--- src/rtl/fifo_rr_sched.sv ---
// Round-robin read scheduler over three FIFO read ports, merged onto one output stream.
// Each grant reads up to BURST words from one channel before the grant moves on.
module fifo_rr_sched #(
  parameter int DW    = 16,
  parameter int BURST = 4
) (
  input  logic          clk,
  input  logic          rst,
  input  logic          rdempty_a,
  input  logic          rdempty_b,
  input  logic          rdempty_c,
  input  logic [DW-1:0] q_a,
  input  logic [DW-1:0] q_b,
  input  logic [DW-1:0] q_c,
  output logic          rdreq_a,
  output logic          rdreq_b,
  output logic          rdreq_c,
  input  logic [2:0]    ch_en,
  output logic [DW-1:0] data_d,
  output logic          data_d_vld,
  output logic [1:0]    chan_d,
  output logic          busy
);

  typedef enum logic {ST_IDLE, ST_BURST} state_t;

  localparam logic [3:0] CNT_LAST = 4'(BURST - 1);

  state_t     state, state_nxt;
  logic [1:0] cur, cur_nxt;
  logic [1:0] last, last_nxt;
  logic [3:0] cnt, cnt_nxt;
  logic       pend_vld;
  logic [1:0] pend_chan;

  logic [3:0] cand;
  logic [1:0] base, s1, s2, pick;
  logic       found, rd, burst_end;

  function automatic logic [1:0] nxt3(input logic [1:0] x);
    return (x == 2'd2) ? 2'd0 : x + 2'd1;
  endfunction

  always_comb begin
    // bit 3 pads the unreachable encoding cur==3 so it never reads as a candidate
    cand = {1'b0, ~rdempty_c & ch_en[2], ~rdempty_b & ch_en[1], ~rdempty_a & ch_en[0]};
    // the base channel itself is searched last, so a lone candidate can be re-granted
    base  = (state == ST_IDLE) ? last : cur;
    s1    = nxt3(base);
    s2    = nxt3(s1);
    found = cand[s1] | cand[s2] | cand[base];
    pick  = cand[s1] ? s1 : (cand[s2] ? s2 : base);

    rd        = (state == ST_BURST) && cand[cur];
    burst_end = !rd || (cnt == CNT_LAST);

    state_nxt = state;
    cur_nxt   = cur;
    last_nxt  = last;
    cnt_nxt   = cnt;
    case (state)
      ST_IDLE: begin
        if (found) begin
          cur_nxt   = pick;
          cnt_nxt   = '0;
          state_nxt = ST_BURST;
        end
      end
      ST_BURST: begin
        if (rd) cnt_nxt = cnt + 4'd1;
        if (burst_end) begin
          last_nxt = cur;
          if (found) begin
            cur_nxt = pick;
            cnt_nxt = '0;
          end else begin
            state_nxt = ST_IDLE;
          end
        end
      end
    endcase
  end

  always_ff @(posedge clk) begin
    if (rst) begin
      state     <= ST_IDLE;
      last      <= 2'd2;
      cur       <= 2'd0;
      cnt       <= '0;
      pend_vld  <= 1'b0;
      pend_chan <= 2'd0;
    end else begin
      state    <= state_nxt;
      last     <= last_nxt;
      cur      <= cur_nxt;
      cnt      <= cnt_nxt;
      pend_vld <= rd;
      if (rd) pend_chan <= cur;
    end
  end

  // Outputs are masked by rst so the cycle carrying reset shows nothing pending.
  always_comb begin
    rdreq_a    = rd && !rst && (cur == 2'd0);
    rdreq_b    = rd && !rst && (cur == 2'd1);
    rdreq_c    = rd && !rst && (cur == 2'd2);
    busy       = (state == ST_BURST) && !rst;
    data_d_vld = pend_vld && !rst;
    chan_d     = rst ? 2'd0 : pend_chan;
    data_d     = '0;
    if (pend_vld && !rst) begin
      case (pend_chan)
        2'd0:    data_d = q_a;
        2'd1:    data_d = q_b;
        2'd2:    data_d = q_c;
        default: data_d = '0;
      endcase
    end
  end

endmodule

--- config.mk ---
export PLATFORM = sky130hd
export DESIGN_NAME = fifo_rr_sched
export DESIGN_NICKNAME = d
export VERILOG_FILES = /design/src/rtl/fifo_rr_sched.sv
export SDC_FILE = /design/constraint.sdc
export NUM_CORES = 1
export LEC_CHECK = 0
export ABC_AREA = 1
export BUFFER_PORTS_ARGS = -buffer_cell sky130_fd_sc_hd__buf_2
export CORE_ASPECT_RATIO = 1.5
export CORE_MARGIN = 2
export CORE_UTILIZATION = 44
export CTS_BUF_LIST = sky130_fd_sc_hd__clkbuf_8
export DETAILED_ROUTE_END_ITERATION = 12
export PLACE_DENSITY = 0.92
export SLEW_MARGIN = 10
export SYNTH_ARGS = -nofsm -noshare
export SYNTH_HDL_FRONTEND = slang
export SYNTH_SLANG_ARGS = --single-unit
--- constraint.sdc ---
create_clock -name clk -period 1.85 [get_ports clk]
set_input_delay 0.2775 -clock clk [delete_from_list [all_inputs] [get_ports clk]]
set_output_delay 0.2775 -clock clk [all_outputs]
set_load 0.01 [all_outputs]
==> results.md, run 1 <==
- Outcome: complete, no violations
- Post-synth top cells: nand2_1, inv_1, nand3_1
- Post-synthesis async set-or-reset flop share: 0
- Slew HR: 0.809
- FF-to-FF Start: cur[0]
- Kind of critical path: reg -> out
- CP Launch Type: register
- First-pass DRT Iterations: 4
- Synthesized area: 0.00125 mm²
- Routed vias: 1,694
- Setup crit start: cur[0]
- Hold Path Class: in -> reg
- Die area: 0.00329 mm²
- Setup TNS: 0 ps
- # clock sinks: 12
- CP top delay family: simple AND/OR/NAND/NOR gates
- H-tree lvl count: 1
- Layout cells sized above 1: 0.329
- Layout area overhead: 41.8%
- Min Tclk post-route: 1750 ps
- Detailed-route DRC error count: 0
- Multiplexer share of the synthesized area: 0
- Post-synth top area cell: nand2_1
- Top cells by area in the synthesized netlist: nand2_1, dfxtp_1, inv_1
- Synth Flop Type: dfxtp_1
- Max clock buf depth: 2
- Cell Chain, Critical Path: inv_4 > nor2_1 > nand2_1 > nand2_1 > inv_2 > nand3_2 > nor2_4 > inv_2 > nor3_2 > buf_2
- P_leak: 0.00115 µW
- GP Congestion: 0.868
- TritonCTS buffer count: 3
- Post-Synth Simple-Gate Area: 0.569
- RSZ-0062 raised after global routing: no
- Total of max-cap violations: 0
- Final hold vios: 0
- Most frequent cell after synthesis: nand2_1
- Hold buffers post-CTS: 0
- Critical path buffers and inverters: 4
- CP max FO: 6
- Pin count of the biggest net entering global routing: 18
- Initial antenna violation count: 0
- DRT antenna net count: 0
- Final Max Slew Viols: 0
- R2R Setup Slk: 260 ps
- Layout Skew: 0.804 ps
- Yosys Warn Count: 0
- Compound-Gate Fraction of Synth Area: 0.0631
- Clock tree from TritonCTS: built
- Flops & latches, synth: 12
- Netlist cell types: 22
- Avg Cell Area, Syn: 5.18 µm²
- Fill count: 254
- EDFF count, synth: 0
- Worst-Margin Slew: 285 ps
- Fin crit share: 0.947
- Final Power: 1840 µW
- Post-synthesis adder-cell area fraction: 0.0100
- Placed Area: 0.00169 mm²
- VDD IR-drop max: 841 µV
- Nets@finish: 380
- CP arrival: 1480 ps
- Register area share after synthesis: 0.192
- Power Density: 1040 mW/mm²
- Final Setup Violations: 0
- Synth top area share: 0.322
- Row count: 23
- Initial Util: 0.467
- Worst path required time: 1570 ps
- FF/Latch Area: 248 µm²
- CTS root buffer: clkbuf_8
- Port Buffer Count: 78
- Core box area: 0.00268 mm²
- Hold Crit Start: rst
- Synthesized Nets: 298
- Vias in the first global route: 1,438
- Wire length per cell: 10.4 µm
- Combined area of the multi-input logic cells: 841 µm²
- Final HPWL DP: 3010 µm
- Cell count after synthesis: 241
- Largest family of logic cells by synthesized area: simple AND/OR/NAND/NOR gates
- Gr ovfl total: 0
- Clock transition at path regs: 50 ps
- Slowest cell on crit path: dfxtp_4
- Post-Synth XOR/XNOR Area: 0.0210
- Max incr delay on CP: 370 ps
- Clk_lat worst skew: 240 ps
- Total track usage: 0.222
- Vias per Instance: 4.72
- Die height: 69.2 µm
- Endpoint class of the critical path: output port
- Initial DRC Count: 29
- Fmax: 571 MHz
- I/O pin cnt: 79
- Post-route design area: 0.00177 mm²
- Diode count: 0
- Final WL: 3740 µm
- First-pass GRT wire length: 5620 µm
- Die Width: 47.5 µm
## power by group
part           internal (µW)  switching [µW]  total, µW
sequential               339            88.6        428
combinational            425             701       1130
clock                    188            97.7        286
## metal layers
| metal | up-vias | share of wire | global-route usage |
|---|---|---|---|
| met2 | 67 | 0.52 | 0.422 |
| met4 | 0 | 0.022 | 0.0741 |
| met5 | - | 0 | 0 |
| met1 | 729 | 0.36 | 0.208 |
| met3 | 9 | 0.094 | 0.0521 |
| li1 | 889 | - | - |
## cell type report
type / instances / area share
multi-input combinational: 183 / 0.475
sequential: 12 / 0.140
inverter: 40 / 0.0862
tap: 37 / 0.0261
clock buffer: 4 / 0.0311
timing repair buffer: 83 / 0.242
## kinds of logic (layout without fill, tap and decap cells)
family	count (synthesis)	after routing
buffers and inverters	46	127
xor gates and xnor gates	3	3
adders and majority gates	1	1
AOI/OAI and AO/OA	14	14
and+or+nand+nor	165	165
DFF	12	12
## placed cells by master, fill, tap and decap left out, types with 2 or more instances in the layout
cell type / netlist / final
inv_2: 2 / 3
buf_2: 0 / 78
nand2_2: 4 / 4
xor2_1: 2 / 2
nor2_1: 22 / 21
clkbuf_8: 0 / 4
nand3_1: 23 / 23
nor2_4: 1 / 2
dfxtp_4: 0 / 2
o21ai_0: 6 / 6
nand2_1: 107 / 107
a21oi_1: 5 / 5
buf_4: 0 / 5
o22ai_1: 2 / 2
dfxtp_1: 12 / 10
inv_1: 38 / 36
nand3_2: 3 / 3
## worst paths after layout
kind / end / cells past startpoint
setup / recovery: rdreq_a / 10
hold / removal: last[0] / 2
setup reg to reg: cur[1] / 13
hold reg to reg: last[1] / 2
## repair_timing
action / in CTS / in global routing
setup buffers: 0 / 0
endpoints found under the setup margin: 2 / 3
resized for setup: 2 / 8
pin swaps: 0 / 1
## state kept, by name (all words and copies together), names as in the netlist
name / cells
cur: 2
pend_vld: 1
last: 2
cnt: 4
pend_chan: 2
state: 1
## through the flow
step	cells	setup WS [ps]	util	hold WS [ps]
2_1_floorplan	241	277	-	462
3_3_place_gp	355	192	0.633	499
3_5_place_dp	355	144	0.633	512
4_1_cts	359	5.82	0.654	314
5_1_grt	359	3.84	0.662	356
6_report	359	97.4	0.662	342
(Power assumes the default switching activity.)
==> run 2, diff against run 1 <==
--- a/config.mk
+++ b/config.mk
@@ -6,8 +6,8 @@
 export NUM_CORES = 1
 export LEC_CHECK = 0
 export ABC_AREA = 1
+export ABC_CLOCK_PERIOD_IN_PS = 1850
 export BUFFER_PORTS_ARGS = -buffer_cell sky130_fd_sc_hd__buf_2
-export CORE_ASPECT_RATIO = 1.5
 export CORE_MARGIN = 2
 export CORE_UTILIZATION = 44
 export CTS_BUF_LIST = sky130_fd_sc_hd__clkbuf_8
==> results.md, run 2 (same netlist as run 1, synthesis figures left out) <==
- Outcome: complete, no violations
- Clock transition at path regs: 60 ps (about the same)
- TritonCTS buffer count: 3 (unchanged)
- Die Width: 57.3 µm (+21%)
- Nets@finish: 385 (+1.3%)
- Diode count: 0 (unchanged)
- Vias in the first global route: 1,378 (-4.2%)
- # clock sinks: 12 (unchanged)
- GP Congestion: 0.804 (-7.4%)
- Clk_lat worst skew: 250 ps (about the same)
- Layout cells sized above 1: 0.343 (+0.0133)
- First-pass DRT Iterations: 4 (unchanged)
- VDD IR-drop max: 954 µV (+13%)
- CP max FO: 5 (-1)
- Most flops, register: cnt
- I/O pin cnt: 79 (unchanged)
- CP Launch Type: register
- Gr ovfl total: 0 (unchanged)
- Fill count: 256 (+0.79%)
- Initial antenna violation count: 0 (unchanged)
- Fmax: 553 MHz (-3.0%)
- P_leak: 0.00118 µW (+2.1%)
- H-tree lvl count: 1 (unchanged)
- Die area: 0.00328 mm² (-0.27%)
- Final Setup Violations: 0 (unchanged)
- Setup TNS: 0 ps (unchanged)
- Hold Path Class: in -> reg
- WHS: 321 ps (-20.4 ps)
- Final hold vios: 0 (unchanged)
- Wire length per cell: 10.1 µm (-3.3%)
- CTS root buffer: clkbuf_8
- Post-route design area: 0.00181 mm² (+2.4%)
- Final HPWL DP: 2800 µm (-7.0%)
- Max clock buf depth: 2 (unchanged)
- Pin count of the biggest net entering global routing: 18 (unchanged)
- Layout area overhead: 45.2%
- Total of max-cap violations: 0 (unchanged)
- RSZ-0062 raised after global routing: yes
- CP arrival: 1530 ps (+50 ps)
- Core box area: 0.00273 mm² (+2.2%)
- Port Buffer Count: 78 (unchanged)
- Final core utilization: 0.663 (+0.00163)
- Placed Area: 0.00169 mm² (-0.44%)
- Power Density: 1060 mW/mm² (+2.1%)
- FF/Latch Area: 248 µm² (unchanged)
- Combined area of the multi-input logic cells: 853 µm² (+1.5%)
- Endpoint class of the critical path: output port
- Total track usage: 0.209 (-0.0131)
- Final WL: 3610 µm (-3.6%)
- Most common cell after layout, fill and taps aside: nand2_1
- Detailed-route DRC error count: 0 (unchanged)
- Clock tree from TritonCTS: built
- Row count: 19 (-17%)
- Final Max Slew Viols: 0 (unchanged)
- Worst-Margin Slew: 314 ps (+29.1 ps)
- Initial DRC Count: 100 (+240%)
- Routed vias: 1,718 (+1.4%)
- Kind of critical path: reg -> out
- Fin crit share: 0.977 (+0.0294)
- Die height: 57.3 µm (-17%)
- First-pass GRT wire length: 5560 µm (-1.1%)
- Max reg flops: 4 (unchanged)
- Vias per Instance: 4.80 (+1.7%)
- Initial Util: 0.457 (-0.00982)
- Slew HR: 0.790 (-0.0190)
- Worst path required time: 1570 ps (about the same)
- Min Tclk post-route: 1810 ps (+54.4 ps)
- DRT antenna net count: 0 (unchanged)
- Layout Skew: 4.16 ps (+3.35 ps)
- Most frequent cells in the layout: nand2_1, buf_2, inv_1
==> run 2: what timing repair did <==
action                     4_1_cts  5_1_grt
gates resized for setup          3        9
pin swaps                        0        2
buffers inserted                 0        5
hold buffers                     0        0
setup endpoints to repair        2        3
gates cloned                     0        0
==> run 2: critical path, stage by stage, from the launching register on <==
cell and delay (ps):
dfxtp_4 370, inv_4 70, nor2_1 40, nand2_1 60, nand2_1 50, inv_2 80, nand3_4 70, nor2_4 140
inv_2 70, nor3_2 170, buf_2 160
==> run 2: layout make-up <==
class                      instances  share of cell area
inverter                          40              0.0842
tap                               31              0.0214
multi-input combinational        183               0.471
timing repair buffer              88               0.257
clock buffer                       4              0.0304
sequential                        12               0.137
==> run 2: per-layer routing <==
| metal | up-vias | share of wire | GRT usage |
|---|---|---|---|
| met5 | - | 0 | 0 |
| met4 | 0 | 0.012 | 0.0664 |
| met3 | 4 | 0.096 | 0.0454 |
| met2 | 85 | 0.49 | 0.383 |
| met1 | 729 | 0.40 | 0.241 |
| li1 | 900 | - | - |
==> run 2: final timing paths <==
kind / start / endpoint / slack (ps) / cells after the start
worst max-delay path: cur[0] / rdreq_b / 40 / 10
worst min-delay path: rst / pend_vld / 320 / 2
worst max register to register: cur[0] / cur[0] / 120 / 14
worst min register to register: last[1] / last[1] / 520 / 2
==> run 2: report_power, final <==
group | leakage [µW] | internal (µW) | switching (µW)
clock | 0.0000288 | 189 | 108
combinational | 0.00105 | 474 | 725
sequential | 0.0000995 | 339 | 89.9
total | 0.00118 | 1000 | 923
==> run 2: through the flow <==
step | std cells | total power [µW] | worst slack (ps)
after floorplan | 241 | 1240 | 277
after global placement | 349 | 1490 | 158
after detailed placement | 349 | 1520 | 118
after CTS | 353 | 1820 | 26.4
after global routing | 358 | 2100 | -61.7
final | 358 | 1920 | 43.0
==> run 3, diff against run 2 <==
--- a/config.mk
+++ b/config.mk
@@ -6,7 +6,7 @@
 export NUM_CORES = 1
 export LEC_CHECK = 0
 export ABC_AREA = 1
-export ABC_CLOCK_PERIOD_IN_PS = 1850
+export ABC_CLOCK_PERIOD_IN_PS = 2000
 export BUFFER_PORTS_ARGS = -buffer_cell sky130_fd_sc_hd__buf_2
 export CORE_MARGIN = 2
 export CORE_UTILIZATION = 44
==> constraint.sdc (replaced) <==
create_clock -name clk -period 2 [get_ports clk]
set_input_delay 0.3 -clock clk [delete_from_list [all_inputs] [get_ports clk]]
set_output_delay 0.3 -clock clk [all_outputs]
set_load 0.01 [all_outputs]
==> results.md, run 3 (same netlist as run 1, synthesis figures left out) <==
- Reg2reg end: cur[1]
- Slew HR: 0.788 (-0.00217)
- Layout Skew: 0.618 ps (-3.54 ps)
- CTS root buffer: clkbuf_8
- Initial Util: 0.457 (unchanged)
- Port Buffer Count: 78 (unchanged)
- Nets@finish: 381 (-1.0%)
- R2R Setup Slk: 360 ps (+240 ps)
- Diode count: 0 (unchanged)
- DRT antenna net count: 0 (unchanged)
- Min Tclk post-route: 1870 ps
- Fill count: 251 (-2.0%)
- Layout cells sized above 1: 0.323 (-0.0195)
- Hold Crit Start: rst
- First-pass DRT Iterations: 4 (unchanged)
- Worst-Margin Slew: 317 ps (+2.51 ps)
- Clk_lat worst skew: 240 ps (about the same)
- CP max FO: 6 (+1)
- TritonCTS buffer count: 3 (unchanged)
- FF-to-FF Start: cur[0]
- VDD IR-drop max: 859 µV (-10%)
- Postcts setup bufs: 0 (unchanged)
- Clock tree from TritonCTS: built
- End of the critical path: rdreq_b
- Pin count of the biggest net entering global routing: 18 (unchanged)
- Setup crit start: cur[0]
- # clock sinks: 12 (unchanged)
- Setup TNS: 0 ps (unchanged)
- Final Power: 1640 µW (-15%)
- RSZ-0062 raised after global routing: no
- Routed vias: 1,689 (-1.7%)
- Worst path required time: 1700 ps (+130 ps)
- Fmax: 535 MHz
- Max reg flops: 4 (unchanged)
- Power Density: 936 mW/mm² (-12%)
- Vias per Instance: 4.78 (-0.30%)
- Kind of critical path: reg -> out
- Final WL: 3400 µm (-5.8%)
- CP Launch Type: register
- Wire length per cell: 9.63 µm (-4.5%)
- Layout area overhead: 40.1%
- Max clock buf depth: 2 (unchanged)
- Die Width: 57.3 µm (unchanged)
- Die area: 0.00328 mm² (unchanged)
- Gr ovfl total: 0 (unchanged)
- Vias in the first global route: 1,432 (+3.9%)
- Total of max-cap violations: 0 (unchanged)
- Total track usage: 0.206 (-0.00255)
- Most flops, register: cnt
- Outcome: complete, no violations
- Endpoint class of the critical path: output port
- Combined area of the multi-input logic cells: 841 µm² (-1.5%)
- Initial antenna violation count: 0 (unchanged)
- Final HPWL DP: 2810 µm (+0.19%)
- Detailed-route DRC error count: 0 (unchanged)
- Most common cell after layout, fill and taps aside: nand2_1
- GP Congestion: 0.836 (+4.0%)
- FF/Latch Area: 243 µm² (-2.0%)
- Row count: 19 (unchanged)
- Initial DRC Count: 90 (-10%)
- First-pass GRT wire length: 5600 µm (+0.74%)
- H-tree lvl count: 1 (unchanged)
- Clock transition at path regs: 50 ps (about the same)
- Placed cell count: 350 (+0.29%)
- CP arrival: 1570 ps (+40 ps)
- Die height: 57.3 µm (unchanged)
- Worst reg-to-reg path cell count: 13 (-1)
- Hold Path Class: in -> reg
- P_leak: 0.00115 µW (-2.2%)
- Final Setup Violations: 0 (unchanged)
- Most frequent cells in the layout: nand2_1, buf_2, inv_1
- I/O pin cnt: 79 (unchanged)
- Core box area: 0.00273 mm² (unchanged)
- Fin crit share: 0.935
- Hold buffers post-CTS: 0 (unchanged)
- Non-filler instance count after layout: 353 (-1.4%)
- Final hold vios: 0 (unchanged)
- Final Max Slew Viols: 0 (unchanged)
==> run 3: cell type report <==
class | instances | share of cell area
Clock buffer | 3 | 0.0236
Inverter | 40 | 0.0858
Multi-Input combinational cell | 183 | 0.481
Sequential cell | 12 | 0.139
Tap cell | 31 | 0.0222
Timing Repair Buffer | 84 | 0.249
==> run 3: layer usage <==
metal  track usage  share of wire
met2         0.406           0.50
met5             0              0
met3        0.0408          0.083
met1         0.227           0.41
met4        0.0399         0.0050
==> run 3: critical path: stages, from the launching register on <==
cell and delay [ps]:
dfxtp_2 350, inv_2 100, nor2_1 40, nand2_1 60
nand2_1 40, inv_1 70, nand3_2 100, nor2_4 110
inv_1 90, nor3_1 190, buf_2 170
==> run 3: how the worst min path moves through the flow <==
stage	cells past startpoint	end	slack (ps)
after floorplan	2	last[0]	460
after global placement	2	last[0]	490
after detailed placement	2	last[0]	500
after CTS	2	last[0]	340
after global routing	2	cnt[2]	380
final	2	last[0]	360
==> run 3: what timing repair did <==
item | in CTS | in global routing
hold endpoints to repair | 0 | 0
resized for setup | 0 | 5
endpoints found under the setup margin | 0 | 3
==> run 3: where the power goes <==
group | switching, µW | internal (µW) | total (µW) | leakage (µW)
clock | 83.0 | 132 | 215 | 0.0000216
sequential | 76.8 | 309 | 386 | 0.0000989
combinational | 638 | 398 | 1040 | 0.00103
total | 798 | 839 | 1640 | 0.00115
==> run 3: through the flow <==
step,instance area (µm²),util,hold slack (ps),setup WS (ps)
floorplan,1250,-,462,382
global placement,1690,0.619,492,278
detailed placement,1690,0.619,499,227
CTS,1730,0.634,340,56.9
global route,1750,0.640,377,8.15
finish,1750,0.640,363,130
